`src/rtl/lsu_mem_access_pkg.sv`:
```
// Shared definitions for the load/store access unit: funct3 codes, strobe
// patterns, tracker entry layout and access-size helpers.
package lsu_mem_access_pkg;

    localparam logic [2:0] FNC_LB  = 3'b000;
    localparam logic [2:0] FNC_LH  = 3'b001;
    localparam logic [2:0] FNC_LW  = 3'b010;
    localparam logic [2:0] FNC_LBU = 3'b100;
    localparam logic [2:0] FNC_LHU = 3'b101;
    localparam logic [2:0] FNC_SB  = 3'b000;
    localparam logic [2:0] FNC_SH  = 3'b001;
    localparam logic [2:0] FNC_SW  = 3'b010;

    localparam logic [3:0] WSTRB_B = 4'b0001;
    localparam logic [3:0] WSTRB_H = 4'b0011;
    localparam logic [3:0] WSTRB_W = 4'b1111;

    localparam int FNC_W   = 3;
    localparam int OFF_W   = 2;
    localparam int RD_W    = 5;
    localparam int ENTRY_W = FNC_W + OFF_W + RD_W;

    typedef enum logic [1:0] {
        SIZE_B = 2'b00,
        SIZE_H = 2'b01,
        SIZE_W = 2'b10
    } size_e;

    typedef struct packed {
        logic [FNC_W-1:0] fnc;
        logic [OFF_W-1:0] offset;
        logic [RD_W-1:0]  rd;
    } ld_entry_t;

    // The low two funct3 bits encode the access size for loads and stores alike.
    function automatic size_e fnc_size(input logic [1:0] fncLow);
        case (fncLow)
            2'b00:   return SIZE_B;
            2'b01:   return SIZE_H;
            default: return SIZE_W;
        endcase
    endfunction

    function automatic logic is_misaligned(input size_e sz, input logic [1:0] off);
        case (sz)
            SIZE_H:  return off[0];
            SIZE_W:  return off != 2'b00;
            default: return 1'b0;
        endcase
    endfunction

    function automatic logic [1:0] align_off(input size_e sz, input logic [1:0] off);
        case (sz)
            SIZE_H:  return {off[1], 1'b0};
            SIZE_W:  return 2'b00;
            default: return off;
        endcase
    endfunction

endpackage

```
`src/rtl/lsu_load_fifo.sv`:
```
// In-order tracker of outstanding loads: DEPTH-entry synchronous FIFO holding
// {funct3, offset, rd} for each load awaiting its memory response.
module lsu_load_fifo
    import lsu_mem_access_pkg::*;
#(
    parameter int DEPTH = 2,
    parameter int WIDTH = ENTRY_W,
    localparam int PTR_W = $clog2(DEPTH),
    localparam int CNT_W = PTR_W + 1
) (
    input  logic             clk,
    input  logic             rst_n,
    input  logic             push,
    input  logic             pop,
    input  logic [WIDTH-1:0] wdata,
    output logic [WIDTH-1:0] rdata,
    output logic             full,
    output logic             empty,
    output logic [CNT_W-1:0] count
);

    logic [WIDTH-1:0] mem_q [DEPTH];
    logic [PTR_W-1:0] wrPtr_q;
    logic [PTR_W-1:0] rdPtr_q;
    logic [CNT_W-1:0] count_q;
    logic             doPush;
    logic             doPop;

    assign full   = (count_q == CNT_W'(DEPTH));
    assign empty  = (count_q == '0);
    assign count  = count_q;
    assign rdata  = mem_q[rdPtr_q];
    assign doPush = push & ~full;
    assign doPop  = pop & ~empty;

    // Pointers are exactly log2(DEPTH) bits so they wrap without extra logic.
    always_ff @(posedge clk or negedge rst_n) begin
        if (!rst_n) begin
            wrPtr_q <= '0;
            rdPtr_q <= '0;
            count_q <= '0;
        end else begin
            if (doPush) wrPtr_q <= wrPtr_q + 1'b1;
            if (doPop)  rdPtr_q <= rdPtr_q + 1'b1;
            case ({doPush, doPop})
                2'b10:   count_q <= count_q + 1'b1;
                2'b01:   count_q <= count_q - 1'b1;
                default: count_q <= count_q;
            endcase
        end
    end

    always_ff @(posedge clk) begin
        if (doPush) mem_q[wrPtr_q] <= wdata;
    end

endmodule

```
`src/rtl/lsu_mem_access.sv`:
```
// Load/store access unit feeding mem_read_decoder. Optional MISALIGN_TRAP_EN
// traps misaligned requests instead of force-aligning their byte offset.
module lsu_mem_access
    import lsu_mem_access_pkg::*;
#(
    parameter int DEPTH  = 2,
    parameter int ADDR_W = 32
) (
    input  logic              clk,
    input  logic              rst_n,
    input  logic              req_valid,
    output logic              req_ready,
    input  logic              req_we,
    input  logic [2:0]        req_fnc,
    input  logic [ADDR_W-1:0] req_addr,
    input  logic [31:0]       req_wdata,
    input  logic [4:0]        req_rd,
    output logic              mem_valid,
    input  logic              mem_ready,
    output logic [ADDR_W-1:0] mem_addr,
    output logic [31:0]       mem_wdata,
    output logic [3:0]        mem_wstrb,
    input  logic              mem_rvalid,
    input  logic [31:0]       mem_rdata,
    output logic              ld_valid,
    output logic [2:0]        ld_fnc,
    output logic [1:0]        ld_offset,
    output logic [31:0]       ld_raw,
    output logic [4:0]        ld_rd,
    output logic              busy
`ifdef MISALIGN_TRAP_EN
    ,
    output logic              misalign
`endif
);

    localparam int CNT_W = $clog2(DEPTH) + 1;

    size_e             reqSize;
    logic [1:0]        reqOff;
    logic              accept;
    logic              issue;
    logic              push;
    logic              pop;
    logic              fifoFull;
    logic              fifoEmpty;
    logic [CNT_W-1:0]  cnt;
    ld_entry_t         pushEntry;
    ld_entry_t         headEntry;
    logic [3:0]        strobe;
    logic [31:0]       wdataRep;

    logic              memValid_q, memValid_d;
    logic [ADDR_W-1:0] memAddr_q,  memAddr_d;
    logic [31:0]       memWdata_q, memWdata_d;
    logic [3:0]        memWstrb_q, memWstrb_d;
    logic              ldValid_q;
    ld_entry_t         ldEntry_q;
    logic [31:0]       ldRaw_q;

    assign reqSize   = fnc_size(req_fnc[1:0]);
    assign reqOff    = align_off(reqSize, req_addr[1:0]);
    // Full is judged on the registered count; a same-cycle pop does not bypass it.
    assign req_ready = (~memValid_q | mem_ready) & ~fifoFull;
    assign accept    = req_valid & req_ready;
    assign push      = issue & ~req_we;
    assign pop       = mem_rvalid & ~fifoEmpty;
    assign pushEntry = '{fnc: req_fnc, offset: reqOff, rd: req_rd};

`ifdef MISALIGN_TRAP_EN
    logic reqMis;
    logic misalign_q;

    assign reqMis   = is_misaligned(reqSize, req_addr[1:0]);
    assign issue    = accept & ~reqMis;
    assign misalign = misalign_q;

    always_ff @(posedge clk or negedge rst_n) begin
        if (!rst_n) misalign_q <= 1'b0;
        else        misalign_q <= accept & reqMis;
    end
`else
    assign issue = accept;
`endif

    always_comb begin
        strobe   = WSTRB_W;
        wdataRep = req_wdata;
        case (reqSize)
            SIZE_B: begin
                strobe   = WSTRB_B << reqOff;
                wdataRep = {4{req_wdata[7:0]}};
            end
            SIZE_H: begin
                strobe   = WSTRB_H << reqOff;
                wdataRep = {2{req_wdata[15:0]}};
            end
            default: ;
        endcase
        if (!req_we) strobe = 4'b0000;
    end

    // Request fields are held while the memory stalls; a new issue only happens
    // once the previous request has handshaken, so it can simply overwrite them.
    always_comb begin
        memValid_d = memValid_q;
        memAddr_d  = memAddr_q;
        memWdata_d = memWdata_q;
        memWstrb_d = memWstrb_q;
        if (issue) begin
            memValid_d = 1'b1;
            memAddr_d  = {req_addr[ADDR_W-1:2], 2'b00};
            memWdata_d = wdataRep;
            memWstrb_d = strobe;
        end else if (mem_ready) begin
            memValid_d = 1'b0;
        end
    end

    always_ff @(posedge clk or negedge rst_n) begin
        if (!rst_n) begin
            memValid_q <= 1'b0;
            memAddr_q  <= '0;
            memWdata_q <= '0;
            memWstrb_q <= '0;
        end else begin
            memValid_q <= memValid_d;
            memAddr_q  <= memAddr_d;
            memWdata_q <= memWdata_d;
            memWstrb_q <= memWstrb_d;
        end
    end

    always_ff @(posedge clk or negedge rst_n) begin
        if (!rst_n) begin
            ldValid_q <= 1'b0;
            ldEntry_q <= '0;
            ldRaw_q   <= '0;
        end else begin
            ldValid_q <= pop;
            if (pop) begin
                ldEntry_q <= headEntry;
                ldRaw_q   <= mem_rdata;
            end
        end
    end

    lsu_load_fifo #(
        .DEPTH (DEPTH),
        .WIDTH (ENTRY_W)
    ) uLoadFifo (
        .clk   (clk),
        .rst_n (rst_n),
        .push  (push),
        .pop   (pop),
        .wdata (pushEntry),
        .rdata (headEntry),
        .full  (fifoFull),
        .empty (fifoEmpty),
        .count (cnt)
    );

    assign mem_valid = memValid_q;
    assign mem_addr  = memAddr_q;
    assign mem_wdata = memWdata_q;
    assign mem_wstrb = memWstrb_q;
    assign ld_valid  = ldValid_q;
    assign ld_fnc    = ldEntry_q.fnc;
    assign ld_offset = ldEntry_q.offset;
    assign ld_rd     = ldEntry_q.rd;
    assign ld_raw    = ldRaw_q;
    assign busy      = memValid_q | (cnt != '0);

endmodule

```
`config.mk`:
```
export PLATFORM = sky130hd
export DESIGN_NAME = lsu_mem_access
export DESIGN_NICKNAME = d
export VERILOG_FILES = /design/src/rtl/lsu_mem_access_pkg.sv /design/src/rtl/lsu_load_fifo.sv /design/src/rtl/lsu_mem_access.sv
export SDC_FILE = /design/constraint.sdc
export NUM_CORES = 1
export LEC_CHECK = 0
export CAP_MARGIN = 25
export CORE_MARGIN = 3
export CORE_UTILIZATION = 43
export DETAILED_ROUTE_END_ITERATION = 8
export PLACE_DENSITY = 0.8
export SYNTH_ARGS = -nofsm -noshare
export SYNTH_HDL_FRONTEND = slang
export SYNTH_SLANG_ARGS = --single-unit
```
`constraint.sdc`:
```
create_clock -name clk -period 2.1 [get_ports clk]
set_input_delay 0.315 -clock clk [delete_from_list [all_inputs] [get_ports clk]]
set_output_delay 0.315 -clock clk [all_outputs]
set_load 0.01 [all_outputs]
```
==> flow_summary.ini, run 1 <==
[outcome]
status = completed

[cts]
clock_path_buffers = 2
numCtsBuffers = 17
clk_pin_slew_ns = 0.05
worstSkewPairLatency_ns = 0.41
cts_root_buf = clkbuf_16
htreeDepth = 4
clock-sinks = 134
cts_tree = built

[setup_path]
crit_chain = or3_1 > clkdlybuf4s50_1
endpoint_kind = output port
reg2reg_depth = 4
arrival_ns = 1.72
slowest_stage = clkdlybuf4s50_1
r2r_slack_ns = 0.50
worst_setup_path_start_kind = register
r2r_start = uLoadFifo.count[0]$_DFFE_PN0P_
crit_type = reg -> out
crit_fanout = 4
crit_required_ns = 1.78
cpPeakStageDelay_ns = 0.49
r2r_end = mem_wstrb[3]$_DFFE_PN0P_

[sta]
tightest_slew_ns = 0.5986
period_minus_slack_ns = 2.033
finalSetupTns_ns = 0
min_period_over_period_pct = 96.83
finalHoldViolCount = 0
clock_skew_ns = 0.004138
setup_viol = 0
slew_viol_final = 0
relSlewSlack_pct = 60.09
fmax_mhz = 491.8
rsz0062_at_grt = no
hold_slack_ns = 0.3681

[layout]
final_util_pct = 70.06
fin_nets = 692
fill_cells = 899
synthToLayoutAreaGrowth_pct = 55.44
layout.cells.non_filler = 762
antennaDiodeCount = 0
regArea_sq_um = 3456
multi_input_area_sq_um = 1952
stdcell_area_sq_um = 8591
drive_above_1_share_pct = 29.63

[placement]
post-place-cells = 729
gp_congestion = 0.7473
post-dp-hpwl_mm = 10.02
placed_area_sq_um = 8008
io_buffers = 221

[run]
cap_violations = 0

[route]
initialDrtViolationCount = 149
drtPass1Iterations = 4
num_vias = 3713
drc = 0
wl_mm = 13.55
ant_nets = 0
avgViaCountPerCell = 4.873
wl_per_cell_um = 17.79

[yosys]
synth.largest_area_cell = dfrtp_1
synthArstFlopShare_pct = 85.07
avgSynthCellArea_sq_um = 16.07
yosysMostFrequentCell = dfrtp_1
synth_cells = 344
synth_common_cells = dfrtp_1 (114), mux2_2 (101), mux2_4 (29)
synthFlopType = dfrtp_1
syn_area_sq_um = 5527
synth_seq_cells = 134
ys_types = 28
seq_area_frac_synth_pct = 62.49
synth_edf_count = 20
synth.top_cell.area_share_pct = 51.62
synth_top_cells_by_area = dfrtp_1 (52%), mux2_2 (21%), edfxtp_1 (11%)
yosysWarnings = 0

[floorplan]
pin_count = 224
die_area_sq_um = 14250
fp-row-count = 40
die_y_um = 119.4
initial_core_util_pct = 45.07
fp.dieW_um = 119.4
core_sq_um = 12260

[power]
vdd_drop_max_mv = 0.8137
p_per_area_nw_per_um2 = 1445
p_leak_nw = 3.616

[grt]
grt_overflow = 0
antenna_found_initial = 0
grt_use_total_pct = 19.81
first_global_vias = 4169
grt_max_degree = 54
grt_pass1_wl_mm = 22.03

[worst_hold_path]
holdCritPathClass = in -> async
## final cells by class
cell class	count	share of cell area, %
Inverter	4	0.1748
Timing Repair Buffer	236	27.79
Tap cell	168	2.447
Sequential cell	134	40.23
Multi-Input combinational cell	188	22.72
Clock buffer	19	5.039
Clock inverter	13	1.602
## how the worst max path moves through the flow
stage | startpoint | to | depth (start not counted)
floorplan | uLoadFifo.count[1]$_DFFE_PN0P_ | uLoadFifo.count[1]$_DFFE_PN0P_ | 6
global placement | req_fnc[0] | mem_wdata[31]$_DFFE_PN0P_ | 5
detailed placement | req_fnc[0] | mem_wdata[29]$_DFFE_PN0P_ | 5
CTS | uLoadFifo.count[1]$_DFFE_PN0P_ | busy | 2
global route | uLoadFifo.count[0]$_DFFE_PN0P_ | req_ready | 4
finish | uLoadFifo.count[1]$_DFFE_PN0P_ | busy | 2
## worst max-delay path: cells and delay by family (launching register included)
| kind | cells | cell delay, ns |
|---|---|---|
| AND/OR/NAND/NOR | 1 | 0.37 |
| buffers and inverters | 1 | 0.49 |
| flip-flops | 1 | 0.45 |
## logic make-up after synthesis
logic type,count (synthesis),synth area share [%]
muxes,140,30.27
DFF,134,62.49
and+or+nand+nor,26,2.242
buffers and inverters,23,2.536
AOI/OAI and AO/OA,14,1.381
xor gates and xnor gates,5,0.7924
adders and majority gates,1,0.2264
other,1,0.06785
## cell usage in the layout (no fill, tap or decap), drive strengths merged, types with 2 or more instances in the layout
cell	count
conb	2
edfxtp	20
nand2	12
buf	15
nor2	5
nor3	2
clkdlybuf4s50	220
mux2	130
nand2b	2
o21ai	12
clkinv	9
clkbuf	19
bufinv	3
xnor2	4
inv	4
mux2i	10
dfrtp	114
## timing repair
action | 4_1_cts | 5_1_grt
endpoints found under the setup margin | 1 | 1
setup buffers | 0 | 0
hold endpoints to repair | 23 | 0
cloned | 0 | 0
gates resized for setup | 1 | 1
hold buffers | 1 | 0
## registers in the layout, summed over array words and instances (netlist names)
register and cells:
uLoadFifo.wrPtr_q 1, ld_raw 32, mem_valid 1, uLoadFifo.count 2, ld_fnc 3, uLoadFifo.rdPtr_q 1, mem_wdata 32, mem_wstrb 4
uLoadFifo.mem_q 20, ld_rd 5, ld_valid 1, ld_offset 2, mem_addr 30
## stage by stage
| stage | power, mW | worst slack (ns) |
|---|---|---|
| after floorplan | 6.703 | 0.3613 |
| after global placement | 9.468 | 0.06041 |
| after detailed placement | 9.616 | 0.02478 |
| after CTS | 12.56 | 0.02083 |
| after global routing | 13.08 | 0.009251 |
| final | 12.42 | 0.06652 |
## routing by layer
metal	track usage, %	share of wire [%]	vias to the layer above
met5	0	0	-
met3	8.927	9.6	31
li1	-	-	1696
met2	32.53	49	154
met1	22.53	38	1832
met4	8.089	2.5	0
## report_power, final
part	switching [mW]	leakage, nW	internal [mW]
logic	1.84	1.81	3.26
registers	0.676	1.52	3.77
clock network	1.04	0.280	1.84
(Power assumes the default switching activity.)
==> run 2: changes to the inputs <==
clock period = 1.9 ns   (was 2.1 ns; I/O delays follow)
==> run 2 against run 1 <==
- global-route usage barely moved
- sequential share of layout area fell by 0.42 points
- register-to-register slack got worse by 0.11 ns
- first-iteration DRC count fell by 25%
- critical path type unchanged
- largest power group unchanged
==> flow_summary.ini, run 2 (synthesized netlist as in run 1, its figures left out) <==
[setup_path]
slowest_stage = dfrtp_2
r2r_end = uLoadFifo.mem_q[1][3]$_DFFE_PP_
reg2reg_depth = 5
crit_required_ns = 1.62
r2r_slack_ns = 0.39
critical-path-top-delay-family = flip-flops
crit_fanout = 4
r2r_start = uLoadFifo.count[0]$_DFFE_PN0P_
endpoint_kind = output port
crit_type = reg -> out
cpPeakStageDelay_ns = 0.46
path_buf_inv = 1
worst_setup_path_start_kind = register
crit_chain = or3_1 > dlygate4sd2_1
arrival_ns = 1.54

[floorplan]
fp.dieW_um = 119.4
die_area_sq_um = 14250
core_sq_um = 12260
fp-row-count = 40
die_y_um = 119.4
pin_count = 224
initial_core_util_pct = 45.07

[sta]
fmax_mhz = 549.3
min_period_over_period_pct = 95.81
period_minus_slack_ns = 1.820
finalHoldViolCount = 0
relSlewSlack_pct = 59.79
rsz0062_at_grt = no
clock_skew_ns = 0.004440
setup_viol = 0
tightest_slew_ns = 0.6031
finalSetupTns_ns = 0
hold_slack_ns = 0.4004
setup_ws_ns = 0.07962
slew_viol_final = 0

[cts]
worstSkewPairLatency_ns = 0.41
numCtsBuffers = 17
clock-sinks = 134
cts_root_buf = clkbuf_16
cts_setup_buffers = 0
htreeDepth = 4
cts_tree = built
clock_path_buffers = 2
clk_pin_slew_ns = 0.05

[placement]
post-place-cells = 734
post-dp-hpwl_mm = 10.22
pre_cts_slack_ns = -0.05308
gp_congestion = 0.7773
placed_area_sq_um = 8070
io_buffers = 221

[grt]
grt_overflow = 0
first_global_vias = 4225
grt_pass1_wl_mm = 21.88
grt_use_total_pct = 19.85
grt_max_degree = 54
antenna_found_initial = 0

[layout]
final_util_pct = 70.80
layout.cells.non_filler = 767
fin_nets = 697
fill_cells = 817
final_cell_mix = clkdlybuf4s50_1 (218), dfrtp_1 (112), mux2_2 (101)
stdcell_area_sq_um = 8681
drive_above_1_share_pct = 30.22
regArea_sq_um = 3456
antennaDiodeCount = 0
multi_input_area_sq_um = 1957
final_common_cell = clkdlybuf4s50_1
synthToLayoutAreaGrowth_pct = 57.08

[route]
drc = 0
avgViaCountPerCell = 4.836
drtPass1Iterations = 4
initialDrtViolationCount = 112
wl_per_cell_um = 17.90
num_vias = 3709
wl_mm = 13.73
ant_nets = 0

[power]
p_per_area_nw_per_um2 = 1601
vdd_drop_max_mv = 1.068
power_mw = 13.90
p_leak_nw = 3.666

[outcome]
status = completed

[worst_hold_path]
holdCritPathClass = in -> async

[run]
cap_violations = 0
==> run 2: cell count changes in the layout (fill, tap and decap cells not counted), moves of 2 or more <==
cell,previous run,this run
buf_4,10,13
clkdlybuf4s50_1,220,218
dlygate4sd2_1,0,2
buf_12,5,7
==> run 2: where the power goes <==
| part | total [mW] | switching (mW) | internal [mW] |
|---|---|---|---|
| Sequential | 4.93 | 0.754 | 4.17 |
| Clock | 3.29 | 1.12 | 2.17 |
| Combinational | 5.69 | 2.06 | 3.62 |
==> run 2: worst register-to-register path, delay by kind of cell (launching register included) <==
| family | cells | cell delay [ns] |
|---|---|---|
| simple gates | 3 | 0.40 |
| flops | 1 | 0.44 |
| buf+inv | 2 | 0.37 |
==> run 2: cell type report <==
type,instances,share of cell area [%]
well taps,168,2.421
flip-flops and latches,134,39.81
clock inverters,12,1.830
repair buffers,241,28.19
clock buffers,20,5.030
multi-input cells,188,22.54
inverters,4,0.1730
==> run 2: worst max path at each step <==
stage                                    from                             end  slack [ns]  cells past startpoint
6_report       uLoadFifo.count[1]$_DFFE_PN0P_                            busy        0.08                      2
5_1_grt        uLoadFifo.count[1]$_DFFE_PN0P_                            busy        0.04                      2
4_1_cts        uLoadFifo.count[1]$_DFFE_PN0P_                            busy        0.05                      2
3_5_place_dp                       req_fnc[0]       mem_wdata[26]$_DFFE_PN0P_       -0.05                      5
3_3_place_gp                       req_fnc[0]       mem_wdata[26]$_DFFE_PN0P_      -0.009                      5
2_1_floorplan  uLoadFifo.count[1]$_DFFE_PN0P_  uLoadFifo.count[1]$_DFFE_PN0P_        0.16                      6
==> run 2: timing repair <==
action,in CTS,in global routing
resized for setup,5,0
endpoints found under the setup margin,2,0
hold endpoints to repair,36,0
hold buffers,1,0
==> run 2: layer usage <==
| layer | wire length (um) | GRT usage (%) | up-vias |
|---|---|---|---|
| li1 | - | - | 1705 |
| met1 | 5085 | 21.42 | 1830 |
| met2 | 7000 | 33.66 | 150 |
| met3 | 1335 | 9.354 | 24 |
| met4 | 310 | 7.946 | 0 |
| met5 | 0 | 0 | - |
